File: src/rtl/boreal_safety_pkg.sv
// Shared types and helpers for the Boreal safety controller and watchdog.
// State encoding is fixed because the state port is observed externally.
package boreal_safety_pkg;

    typedef enum logic [2:0] {
        ST_BOOT    = 3'd0,
        ST_RUN     = 3'd1,
        ST_HALTING = 3'd2,
        ST_HALTED  = 3'd3,
        ST_RECOVER = 3'd4,
        ST_LOCKOUT = 3'd5
    } state_t;

    localparam logic [7:0] FAULT_SAT = 8'hFF;

    // 64-bit math so large clocks times long windows cannot overflow
    function automatic longint unsigned ms_to_cycles(input longint unsigned clk_freq,
                                                     input longint unsigned ms);
        return (clk_freq / 64'd1000) * ms;
    endfunction

    // Timers hold (cycles - 1), so $clog2(cycles) bits suffice; never narrower than 1
    function automatic int unsigned timer_width(input longint unsigned cycles);
        return (cycles <= 64'd2) ? 1 : $clog2(cycles);
    endfunction

endpackage

File: src/rtl/boreal_ms_timer.sv
// Loadable down-counter; expired is high while the count sits at zero.
// Loading N-1 gives exactly N cycles in the owning state before expiry.
module boreal_ms_timer #(
    parameter int unsigned WIDTH = 8
) (
    input  logic             clk,
    input  logic             rst,
    input  logic             load,
    input  logic [WIDTH-1:0] load_val,
    output logic             expired
);

    localparam logic [WIDTH-1:0] ONE = WIDTH'(1);

    logic [WIDTH-1:0] count;

    always_ff @(posedge clk) begin
        if (rst) begin
            count <= '0;
        end else if (load) begin
            count <= load_val;
        end else if (count != '0) begin
            count <= count - ONE;
        end
    end

    assign expired = (count == '0);

endmodule

File: src/rtl/boreal_safety_ctrl.sv
// Safety controller consuming the watchdog stall line: halts stimulation on stall,
// waits for acknowledge and hold time, re-arms on proven heartbeat, locks out on repeat faults.
module boreal_safety_ctrl
    import boreal_safety_pkg::*;
#(
    parameter int unsigned CLK_FREQ       = 50_000_000,
    parameter int unsigned ACK_TIMEOUT_MS = 10,
    parameter int unsigned HOLD_MS        = 100,
    parameter int unsigned RECOVER_BEATS  = 4,
    parameter int unsigned MAX_FAULTS     = 3
) (
    input  logic       clk,
    input  logic       rst,
    input  logic       stall,
    input  logic       heartbeat,
    input  logic       halt_ack,
    input  logic       operator_clear,
    output logic       halt_req,
    output logic       output_enable,
    output logic [2:0] state,
    output logic [7:0] fault_count,
    output logic       ack_fault,
    output logic       lockout
);

    localparam longint unsigned ACK_CYC  = ms_to_cycles(CLK_FREQ, ACK_TIMEOUT_MS);
    localparam longint unsigned HOLD_CYC = ms_to_cycles(CLK_FREQ, HOLD_MS);
    localparam int unsigned     ACK_W    = timer_width(ACK_CYC);
    localparam int unsigned     HOLD_W   = timer_width(HOLD_CYC);
    localparam logic [ACK_W-1:0]  ACK_LOAD  =
        ACK_W'((ACK_CYC == 64'd0) ? 64'd0 : ACK_CYC - 64'd1);
    localparam logic [HOLD_W-1:0] HOLD_LOAD =
        HOLD_W'((HOLD_CYC == 64'd0) ? 64'd0 : HOLD_CYC - 64'd1);
    localparam int unsigned      BEAT_W   = (RECOVER_BEATS < 1) ? 1 : $clog2(RECOVER_BEATS + 1);
    localparam logic [BEAT_W-1:0] BEAT_ONE = BEAT_W'(1);

    state_t            state_q, state_d;
    logic [BEAT_W-1:0] beat_cnt, beat_cnt_d;
    logic [7:0]        fault_cnt_d;
    logic              ack_fault_d;
    logic              ack_load, hold_load, ack_expired, hold_expired;
    logic              beat_last;

    assign beat_last = (32'(beat_cnt) + 32'd1) >= RECOVER_BEATS;
    // Timers reload on the edge that enters their state, including RECOVER -> HALTED
    assign ack_load  = (state_d == ST_HALTING) && (state_q != ST_HALTING);
    assign hold_load = (state_d == ST_HALTED)  && (state_q != ST_HALTED);

    boreal_ms_timer #(.WIDTH(ACK_W)) u_ack_timer (
        .clk      (clk),
        .rst      (rst),
        .load     (ack_load),
        .load_val (ACK_LOAD),
        .expired  (ack_expired)
    );

    boreal_ms_timer #(.WIDTH(HOLD_W)) u_hold_timer (
        .clk      (clk),
        .rst      (rst),
        .load     (hold_load),
        .load_val (HOLD_LOAD),
        .expired  (hold_expired)
    );

    always_comb begin
        state_d     = state_q;
        beat_cnt_d  = '0;
        fault_cnt_d = fault_count;
        ack_fault_d = ack_fault;
        case (state_q)
            ST_BOOT, ST_RECOVER: begin
                beat_cnt_d = beat_cnt;
                // stall has priority: a coincident heartbeat is discarded
                if (stall) begin
                    beat_cnt_d = '0;
                    if (state_q == ST_RECOVER) begin
                        state_d = ST_HALTED;
                    end
                end else if (heartbeat) begin
                    if (beat_last) begin
                        beat_cnt_d = '0;
                        state_d    = ST_RUN;
                    end else begin
                        beat_cnt_d = beat_cnt + BEAT_ONE;
                    end
                end
            end
            ST_RUN: begin
                if (stall) begin
                    state_d = ST_HALTING;
                    if (fault_count != FAULT_SAT) begin
                        fault_cnt_d = fault_count + 8'd1;
                    end
                end
            end
            ST_HALTING: begin
                if (halt_ack) begin
                    state_d = ST_HALTED;
                end else if (ack_expired) begin
                    state_d     = ST_LOCKOUT;
                    ack_fault_d = 1'b1;
                end
            end
            ST_HALTED: begin
                if (hold_expired) begin
                    if (32'(fault_count) >= MAX_FAULTS) begin
                        state_d = ST_LOCKOUT;
                    end else if (!stall) begin
                        state_d = ST_RECOVER;
                    end
                end
            end
            ST_LOCKOUT: begin
                if (operator_clear && !stall) begin
                    state_d     = ST_BOOT;
                    fault_cnt_d = 8'd0;
                    ack_fault_d = 1'b0;
                end
            end
            default: state_d = ST_LOCKOUT;
        endcase
    end

    // Outputs are decoded from the next state so they stay registered and consistent
    always_ff @(posedge clk) begin
        if (rst) begin
            state_q       <= ST_BOOT;
            beat_cnt      <= '0;
            fault_count   <= 8'd0;
            ack_fault     <= 1'b0;
            halt_req      <= 1'b1;
            output_enable <= 1'b0;
            lockout       <= 1'b0;
        end else begin
            state_q       <= state_d;
            beat_cnt      <= beat_cnt_d;
            fault_count   <= fault_cnt_d;
            ack_fault     <= ack_fault_d;
            halt_req      <= (state_d != ST_RUN);
            output_enable <= (state_d == ST_RUN);
            lockout       <= (state_d == ST_LOCKOUT);
        end
    end

    assign state = state_q;

endmodule

File: config.mk
export PLATFORM = sky130hd
export DESIGN_NAME = boreal_safety_ctrl
export DESIGN_NICKNAME = d
export VERILOG_FILES = /design/src/rtl/boreal_safety_pkg.sv /design/src/rtl/boreal_ms_timer.sv /design/src/rtl/boreal_safety_ctrl.sv
export SDC_FILE = /design/constraint.sdc
export NUM_CORES = 1
export LEC_CHECK = 0
export ABC_AREA = 0
export CAP_MARGIN = 10
export CORE_MARGIN = 2
export CORE_UTILIZATION = 58
export CTS_BUF_LIST = sky130_fd_sc_hd__clkbuf_16
export CTS_CLUSTER_DIAMETER = 40
export CTS_CLUSTER_SIZE = 12
export DETAILED_ROUTE_END_ITERATION = 8
export GPL_ROUTABILITY_DRIVEN = 0
export GPL_TIMING_DRIVEN = 0
export PLACE_DENSITY = 0.78
export SLEW_MARGIN = 40
export SYNTH_ARGS = -nofsm -noshare
export SYNTH_HDL_FRONTEND = slang
export SYNTH_SLANG_ARGS = --single-unit
File: constraint.sdc
create_clock -name clk -period 2.8 [get_ports clk]
set_input_delay 0.56 -clock clk [delete_from_list [all_inputs] [get_ports clk]]
set_output_delay 0.56 -clock clk [all_outputs]
set_load 0.02 [all_outputs]
# [Yosys cells after proc, flatten, opt, wreduce, memory -nomap -nowiden]
# Cells that the tools add are included.
[totals] in_bits=6 elab_cells=81 register_bits=60 output_inout_bits=15
[op_classes] eq_ne=18 n_lt_le_gt_ge=2 n_addsub=5 mux=25 bitwise=1 n_reduce_logical=19
[ops] operator="23-bit 2-to-1 mux" n=2
[ops] operator="19-bit 2-to-1 mux" n=2
[ops] operator="3-bit 2-to-1 mux" n=12
[ops] operator="8-bit 2-to-1 mux" n=3
[ops] operator="23-bit zero test" n=1
[ops] operator="23-bit nonzero test" n=1
[ops] operator="23-bit by 1-bit subtractor with 23-bit output (second input constant)" n=1
[ops] operator="19-bit zero test" n=1
[ops] operator="19-bit nonzero test" n=1
[ops] operator="19-bit by 1-bit subtractor with 19-bit output (second input constant)" n=1
[ops] operator="8-bit case mux with 2 select lines" n=1
[ops] operator="3-bit case mux with 5 select lines" n=1
[ops] operator="3-bit by 2-bit equality test with 1-bit output (second input constant)" n=4
[ops] operator="2-bit inequality test (second input constant)" n=5
[ops] operator="3-bit equality test (second input constant)" n=3
[ops] operator="8-bit by 1-bit adder with 8-bit output (second input constant)" n=1
[ops] operator="8-bit by 2-bit >= comparator with 1-bit output (second input constant)" n=1
[ops] operator="8-bit inequality test (second input constant)" n=1
[ops] operator="4-bit AND reduction" n=2
[ops] operator="2-bit nonzero test" n=4
[ops] operator="3-bit by 1-bit equality test with 1-bit output (second input constant)" n=2
[ops] operator="3-bit by 2-bit inequality test with 1-bit output (second input constant)" n=2
[ops] operator="2-bit OR reduction" n=3
[ops] operator="3-bit by 1-bit adder with 4-bit output (second input constant)" n=1
[ops] operator="other kinds (10)" n=14

# [Logic depth before layout (Yosys ltp)]
# Gate-level depths: netlist (run 1).
[logic_depth] ltp_word=9 depth_mapped=8

# [Cells and area by module]
# From an unflattened synthesis (run 1), not the netlist that was laid out.
[hier_totals] cells_unflattened=414 area_unflattened_um2=3423.3
[by_module_without_submodules] mod="boreal_ms_timer (u_hold_timer)" cells_each=156 n_inst=1 area_per_inst_um2=1291.2
[by_module_without_submodules] mod="boreal_ms_timer (u_ack_timer)" cells_each=138 n_inst=1 area_per_inst_um2=1104.8
[by_module_without_submodules] mod="boreal_safety_ctrl" cells_each=120 n_inst=1 area_per_inst_um2=1027.2

# [Worst setup path before layout (run 1)]
# OpenSTA, ideal clock, no wires.
[synth_timing] kind="register to register" startpoint="register fault_count[0]" endpoint="register output_enable" arrival_ns=1.950 setup_slack_ns=0.735 path_stages_with_launch=7 period_less_slack_ns=2.065 path_buffers=0 required_ns=2.685 setup_ns=0.115 path_cell_list="dfxtp_1 > ha_1 > or4_1 > or3_1 > nor4_2 > o211ai_2 > and3_1"
[synth_via] elab_chain_cells=5
[synth_lines] item="from (decl)" line_no="boreal_safety_ctrl.sv:21" text="output logic [7:0] fault_count,"
[synth_lines] item="from (signal assigned)" line_no="boreal_safety_ctrl.sv:137" text="fault_count <= fault_cnt_d;"
[synth_lines] item="8-bit by 2-bit >= comparator with 1-bit output" line_no="boreal_safety_ctrl.sv:106" text="if (32'(fault_count) >= MAX_FAULTS) begin"
[synth_lines] item="3-bit 2-to-1 mux" line_no="boreal_safety_ctrl.sv:106"
[synth_lines] item="3-bit 2-to-1 mux" line_no="boreal_safety_ctrl.sv:105" text="if (hold_expired) begin"
[synth_lines] item="3-bit case mux with 5 select lines" line_no="boreal_safety_ctrl.sv:70" text="case (state_q)"
[synth_lines] item="3-bit by 1-bit equality test with 1-bit output" line_no="boreal_safety_ctrl.sv:140" text="output_enable <= (state_d == ST_RUN);"
[synth_lines] item="to (signal assigned)" line_no="boreal_safety_ctrl.sv:140"
[synth_lines] item="to (decl)" line_no="boreal_safety_ctrl.sv:19" text="output logic output_enable,"
# Every way passes these cells.
# A chain may end at the register's enable or synchronous reset.

# [Final worst setup path (run 1)]
[layout_timing] startpoint="register u_ack_timer.count[2]" endpoint="register output_enable"
[layout_via] elab_chain_cells=5
[layout_lines] item="from (decl)" line_no="boreal_ms_timer.sv:15" text="logic [WIDTH-1:0] count;"
[layout_lines] item="from (signal assigned)" line_no="boreal_ms_timer.sv:21" text="count <= load_val;"
[layout_lines] item="from (signal assigned)" line_no="boreal_ms_timer.sv:23" text="count <= count - ONE;"
[layout_lines] item="19-bit zero test" line_no="boreal_ms_timer.sv:27" text="assign expired = (count == '0);"
[layout_lines] item="3-bit 2-to-1 mux" line_no="boreal_safety_ctrl.sv:99" text="end else if (ack_expired) begin"
[layout_lines] item="3-bit 2-to-1 mux" line_no="boreal_safety_ctrl.sv:97" text="if (halt_ack) begin"
[layout_lines] item="3-bit case mux with 5 select lines" line_no="boreal_safety_ctrl.sv:70"
[layout_lines] item="3-bit by 1-bit equality test with 1-bit output" line_no="boreal_safety_ctrl.sv:140"
# Every way passes these cells.

==> flow_summary.ini, run 1 <==
[synthesis]
synth_top_family_by_area = simple AND/OR/NAND/NOR gates
async_reset_ff_share_pct = 0
ys_seq_area_share_pct = 39.1
ys_ff_latch = 60
ys_warn_count = 0
synth-xor-area-share_pct = 9.97
synth-main-ff-cell = dfxtp_1
synth.area.top_cells = dfxtp_1 (39%), xor2_1 (7.7%), a21oi_1 (4.7%), nor2_1 (4.4%), nand3_1 (2.8%)
synthSimpleGateAreaFrac_pct = 29.3
synth_mux_area_share_pct = 0.651
synthCells = 367
synth_fa_ha_area_share_pct = 2.04
avgSynthCellArea_um2 = 8.38
synthTopCellsByCount = dfxtp_1 (60), nor2_1 (36), a21oi_1 (29), xor2_1 (27)
synth_edf_count = 0
netlist_area_um2 = 3070
yosysMostFrequentCell = dfxtp_1
synth_cell_type_count = 51
yosysTopAreaCell = dfxtp_1
syn_nets = 378
synth_top_area_share_pct = 39.1
synth-compound-area-share_pct = 15.1

[pwr]
ir_drop_mv = 0.802
p_leak_nw = 1.33
p_int_mw = 2.43
clock_power_share_pct = 22.7
p_per_area_nw_per_um2 = 1170
seqPwrFrac_pct = 31.1
comb_power_share_pct = 46.2
p_sw_mw = 1.81
swShare_pct = 42.7

[cts]
clk_latency_ns = 0.33
htreeDepth = 3
cts-buffers-inserted = 9
cts_root_buf = clkbuf_16
postCtsHoldBufs = 0
clkSlewWorstSetupHoldPaths_ns = 0.05
cts_max_path_buffers = 2
post_cts_buffers = 0
clock_sinks = 60
cts_tree = done
ctsResizeCount = 0

[place]
portBuffers = 20
hpwl_mm = 4.87
placed_area_um2 = 3360
dp_slack_ns = 0.325
place_inst = 457

[layout]
areaGrowthSynthToFinish_pct = 17.8
final_nets = 409
drive_above_1_share_pct = 7.44
fin_util_pct = 70.9
stdcell_count = 473
final_area_um2 = 3620
n_antenna_cell = 0

[setup_path]
required_ns = 3.03
cp_data_arrival_time_ns = 2.54
crit_path_start_kind = flip-flop
cpMaxStageDelayCell = nor4b_1
cp_max_fo = 5
crit_path_cell_trace = nor4_1 > and4_1 > nor4b_1 > nor3_1 > and3_1
endpoint_kind = flip-flop
critPathMaxStageDelay_ns = 0.63
critical_path_class = reg2reg

[sta]
rsz0062_at_grt = false
min_period_ns = 2.31
fmax_ghz = 0.432
worst_pin_slew_ns = 0.745
final_hold_viol_count = 0
post-route-period-util_pct = 82.6
slew_violations = 0
timing.setup.tns_ns = 0
setup_violations = 0
max-slew-margin-rel_pct = 49.7
skew_ns = 0.00605
postLayoutSetupSlackWorst_ns = 0.486

[floorplanning]
start_util_pct = 60.2
io_pins = 21
fp.coreArea_um2 = 5110
die_w_um = 76.8
die_area_um2 = 5900
rows = 26
die_h_um = 76.8

[drt]
routed_wl_mm = 7.12
drc_errors = 0
dr_total_vias = 2801
routedWlPerCell_um = 15.0
drt-vias-per-instance = 5.92
ant_nets = 0
drtIter0Drc = 126
drt-pass1-iter-count = 4

[flow_run]
drv_cap = 0

[grt]
antenna_found_initial = 0
grt_usage_pct = 25.5
grt_max_degree = 11
grt_pass1_wl_mm = 12.2
grt_pass1_vias = 2661
grt_remaining_overflow = 0

[run_status]
outcome = complete, no violations

[worst_hold_path]
hp-class = reg2reg
==> through the flow <==
step | hold WS [ns] | total power [mW]
4_1_cts | 0.457 | 4.24
3_3_place_gp | 0.445 | 3.20
2_1_floorplan | 0.436 | 2.85
5_1_grt | 0.498 | 4.59
3_5_place_dp | 0.451 | 3.26
6_report | 0.452 | 4.25
==> final cells by class <==
class / instances / area (µm²)
Multi-Input combinational cell: 277 / 1750
Fill cell: 429 / 1490
Sequential cell: 60 / 1200
Clock buffer: 9 / 225
Timing Repair Buffer: 20 / 200
Tap cell: 70 / 87.6
Buffer: 16 / 66.3
Inverter: 14 / 52.6
Clock inverter: 7 / 35.0
==> metal layers <==
metal	track usage (%)	share of wire, %	up-vias
met4	12.7	1.8	0
met2	41.0	48	51
li1	-	-	1411
met1	32.4	46	1327
met3	5.41	4.3	12
met5	0	0	-
==> critical path: cells and delay by family (launching register included) <==
| kind | cells | cell delay [ns] |
|---|---|---|
| and+or+nand+nor | 5 | 1.87 |
| DFF | 1 | 0.34 |
==> path summary, 6_finish.rpt <==
kind / slack (ns) / end / depth (start not counted) / from
setup / recovery: 0.49 / output_enable / 5 / u_ack_timer.count[2]
hold / removal: 0.45 / u_ack_timer.count[9] / 2 / u_ack_timer.count[9]
setup reg to reg: 0.49 / output_enable / 5 / u_ack_timer.count[2]
hold reg to reg: 0.45 / u_ack_timer.count[9] / 2 / u_ack_timer.count[9]
==> state kept, by name, summed over array words and instances, names as in the netlist <==
signal              flops
u_ack_timer.count      19
output_enable           1
lockout                 1
ack_fault               1
fault_count             8
u_hold_timer.count     23
beat_cnt                3
state                   3
halt_req                1
==> power by group through the flow <==
stage / clock network [mW] / registers, mW / logic (mW)
2_1_floorplan: 0 / 1.28 / 1.57
3_3_place_gp: 0 / 1.32 / 1.88
3_5_place_dp: 0 / 1.33 / 1.92
4_1_cts: 0.976 / 1.32 / 1.95
5_1_grt: 1.02 / 1.35 / 2.22
6_report: 0.964 / 1.32 / 1.96
==> placed cells by master, fill, tap and decap left out, types with 2 or more instances in the layout <==
| cell type | n |
|---|---|
| dfxtp_1 | 60 |
| nor2_1 | 36 |
| a21oi_1 | 29 |
| xor2_1 | 27 |
| clkdlybuf4s50_1 | 20 |
| nand2_1 | 17 |
| nand3_1 | 17 |
| nor3_1 | 16 |
| inv_1 | 14 |
| nand4_1 | 13 |
| clkbuf_1 | 13 |
| o21ai_0 | 12 |
| o211ai_1 | 11 |
| or3_1 | 10 |
| clkbuf_16 | 9 |
| nor4_1 | 8 |
| xnor2_1 | 8 |
| a31oi_1 | 7 |
| nand2b_1 | 6 |
| nand3b_1 | 6 |
| o31ai_1 | 5 |
| ha_1 | 5 |
| or4_1 | 4 |
| clkinv_2 | 4 |
| nor4_2 | 3 |
| and3_1 | 3 |
| o21ai_1 | 3 |
| nand4b_1 | 3 |
| or4_4 | 2 |
| nor3b_1 | 2 |
| and4_1 | 2 |
| buf_2 | 2 |
| mux2i_1 | 2 |
| or2_2 | 2 |
==> logic make-up after synthesis <==
logic type | Yosys count
muxes | 2
adders and majority gates | 5
and+or+nand+nor | 159
buffers and inverters | 30
AOI/OAI and AO/OA | 76
DFF | 60
xor gates and xnor gates | 35
(Power assumes the default switching activity.)
==> run 2: changes to the inputs <==
--- a/config.mk
+++ b/config.mk
@@ -8,14 +8,14 @@
 export ABC_AREA = 0
 export CAP_MARGIN = 10
 export CORE_MARGIN = 2
-export CORE_UTILIZATION = 58
+export CORE_UTILIZATION = 53
 export CTS_BUF_LIST = sky130_fd_sc_hd__clkbuf_16
 export CTS_CLUSTER_DIAMETER = 40
 export CTS_CLUSTER_SIZE = 12
 export DETAILED_ROUTE_END_ITERATION = 8
 export GPL_ROUTABILITY_DRIVEN = 0
 export GPL_TIMING_DRIVEN = 0
-export PLACE_DENSITY = 0.78
+export PLACE_DENSITY = 0.75
 export SLEW_MARGIN = 40
 export SYNTH_ARGS = -nofsm -noshare
 export SYNTH_HDL_FRONTEND = slang
==> constraint.sdc (replaced) <==
create_clock -name clk -period 2.1 [get_ports clk]
set_input_delay 0.42 -clock clk [delete_from_list [all_inputs] [get_ports clk]]
set_output_delay 0.42 -clock clk [all_outputs]
set_load 0.02 [all_outputs]
==> flow_summary.ini, run 2 (synthesis gave the netlist of run 1 again) <==
[cts]
clkSlewWorstSetupHoldPaths_ns = 0.05
clk_latency_ns = 0.33
cts_max_path_buffers = 2
postCtsHoldBufs = 0
htreeDepth = 3
cts_tree = done
clock_sinks = 60
cts-buffers-inserted = 9
cts_root_buf = clkbuf_16

[place]
place_inst = 459
dp_slack_ns = -0.185
portBuffers = 20
hpwl_mm = 4.86
placed_area_um2 = 3360

[flow_run]
drv_cap = 0

[sta]
final_hold_viol_count = 0
timing.hold.ws_ns = 0.457
postLayoutSetupSlackWorst_ns = 0.0561
min_period_ns = 2.04
setup_violations = 0
post-route-period-util_pct = 97.3
worst_pin_slew_ns = 0.737
fmax_ghz = 0.489
slew_violations = 0
skew_ns = 0.00606
max-slew-margin-rel_pct = 50.5
rsz0062_at_grt = true

[drt]
ant_nets = 0
drtIter0Drc = 153
drc_errors = 0
dr_total_vias = 2764
drt-pass1-iter-count = 6
drt-vias-per-instance = 5.82
routedWlPerCell_um = 15.3
routed_wl_mm = 7.25

[setup_path]
critPathMaxStageDelay_ns = 0.56
reg2regPathDepth = 5
crit_path_cell_trace = or4_4 > or3_4 > nor4_4 > o211ai_2 > nor2b_2
crit_buf_inv = 0
required_ns = 2.31
cpLargestDelayFamily = simple AND/OR/NAND/NOR gates
cpMaxStageDelayCell = or4_4
cp_data_arrival_time_ns = 2.25
endpoint_kind = flip-flop
crit_path_start_kind = flip-flop
cp_max_fo = 7
cp.depth = 5
critical_path_class = reg2reg

[floorplanning]
fp.coreArea_um2 = 5540
die_h_um = 80.2
die_area_um2 = 6430
io_pins = 21
start_util_pct = 55.5
rows = 27
die_w_um = 80.2

[grt]
grt_pass1_vias = 2598
grt_pass1_wl_mm = 11.9
grt_max_degree = 11
antenna_found_initial = 0
grt_remaining_overflow = 0
grt_usage_pct = 24.0

[layout]
layout_commonest_cell = dfxtp_1
largest_register = u_hold_timer.count
areaGrowthSynthToFinish_pct = 23.1
final_cell_mix = dfxtp_1 (58), nor2_1 (36), a21oi_1 (29)
n_antenna_cell = 0
largest_reg_flops = 23
largestRegisters = u_hold_timer.count (23), u_ack_timer.count (19), fault_count (8)
final_nets = 409
stdcell_count = 475
final_area_um2 = 3780
drive_above_1_share_pct = 10.9

[worst_hold_path]
hp-class = reg2reg
hold_depth = 2

[pwr]
ir_drop_mv = 1.24
p_leak_nw = 1.37
p_per_area_nw_per_um2 = 1620

[run_status]
outcome = complete, no violations
-- run 2: changes by cell type in the layout (fill, tap and decap cells not counted), sizes merged --
cell / previous run / this run
bufinv: 0 / 2
clkinv: 5 / 3
buf: 3 / 4
clkbuf: 22 / 21
-- run 2: metrics by stage --
stage / TNS (ns) / power, mW / utilization [%]
finish: 0 / 6.12 / 68.3
global route: -0.0417 / 6.59 / 68.3
CTS: 0 / 5.91 / 66.6
detailed placement: -0.452 / 4.34 / 60.7
global placement: -0.326 / 4.27 / 60.7
floorplan: 0 / 3.80 / -
-- run 2: worst register-to-register path, stage by stage (launching register included) --
cell,delay [ns]
dfxtp_1,0.39
or4_4,0.57
or3_4,0.36
nor4_4,0.30
o211ai_2,0.13
nor2b_2,0.18
-- run 2: cell type report --
cell class                 instances  area, µm²
buffer                            15       63.8
clock buffer                       9        225
clock inverter                     7       82.6
fill                             478       1760
inverter                          14       52.6
multi-input combinational        277       1860
sequential                        60       1210
tap                               72       90.1
timing repair buffer              21        208
-- run 2: worst paths after layout --
path                             start              endpoint  slack, ns
hold / removal    u_ack_timer.count[9]  u_ack_timer.count[9]       0.46
setup / recovery        fault_count[2]               lockout       0.06
setup reg to reg        fault_count[2]               lockout       0.06
hold reg to reg   u_ack_timer.count[9]  u_ack_timer.count[9]       0.46
-- run 2: layer usage --
layer	up-vias	GRT usage, %	share of wire, %
li1	1412	-	-
met1	1282	30.3	47
met2	60	38.7	47
met3	10	6.40	4.3
met4	0	10.0	1.5
met5	-	0	0
-- run 2: what timing repair did --
action	CTS	global route
endpoints found under the setup margin	4	30
gates resized for setup	3	19
setup buffers	0	1
pin swaps	1	2
-- run 2: power by group --
group	internal [mW]	switching, mW	total (mW)
clock network	1.02	0.502	1.52
logic	1.12	1.67	2.80
registers	1.45	0.356	1.81
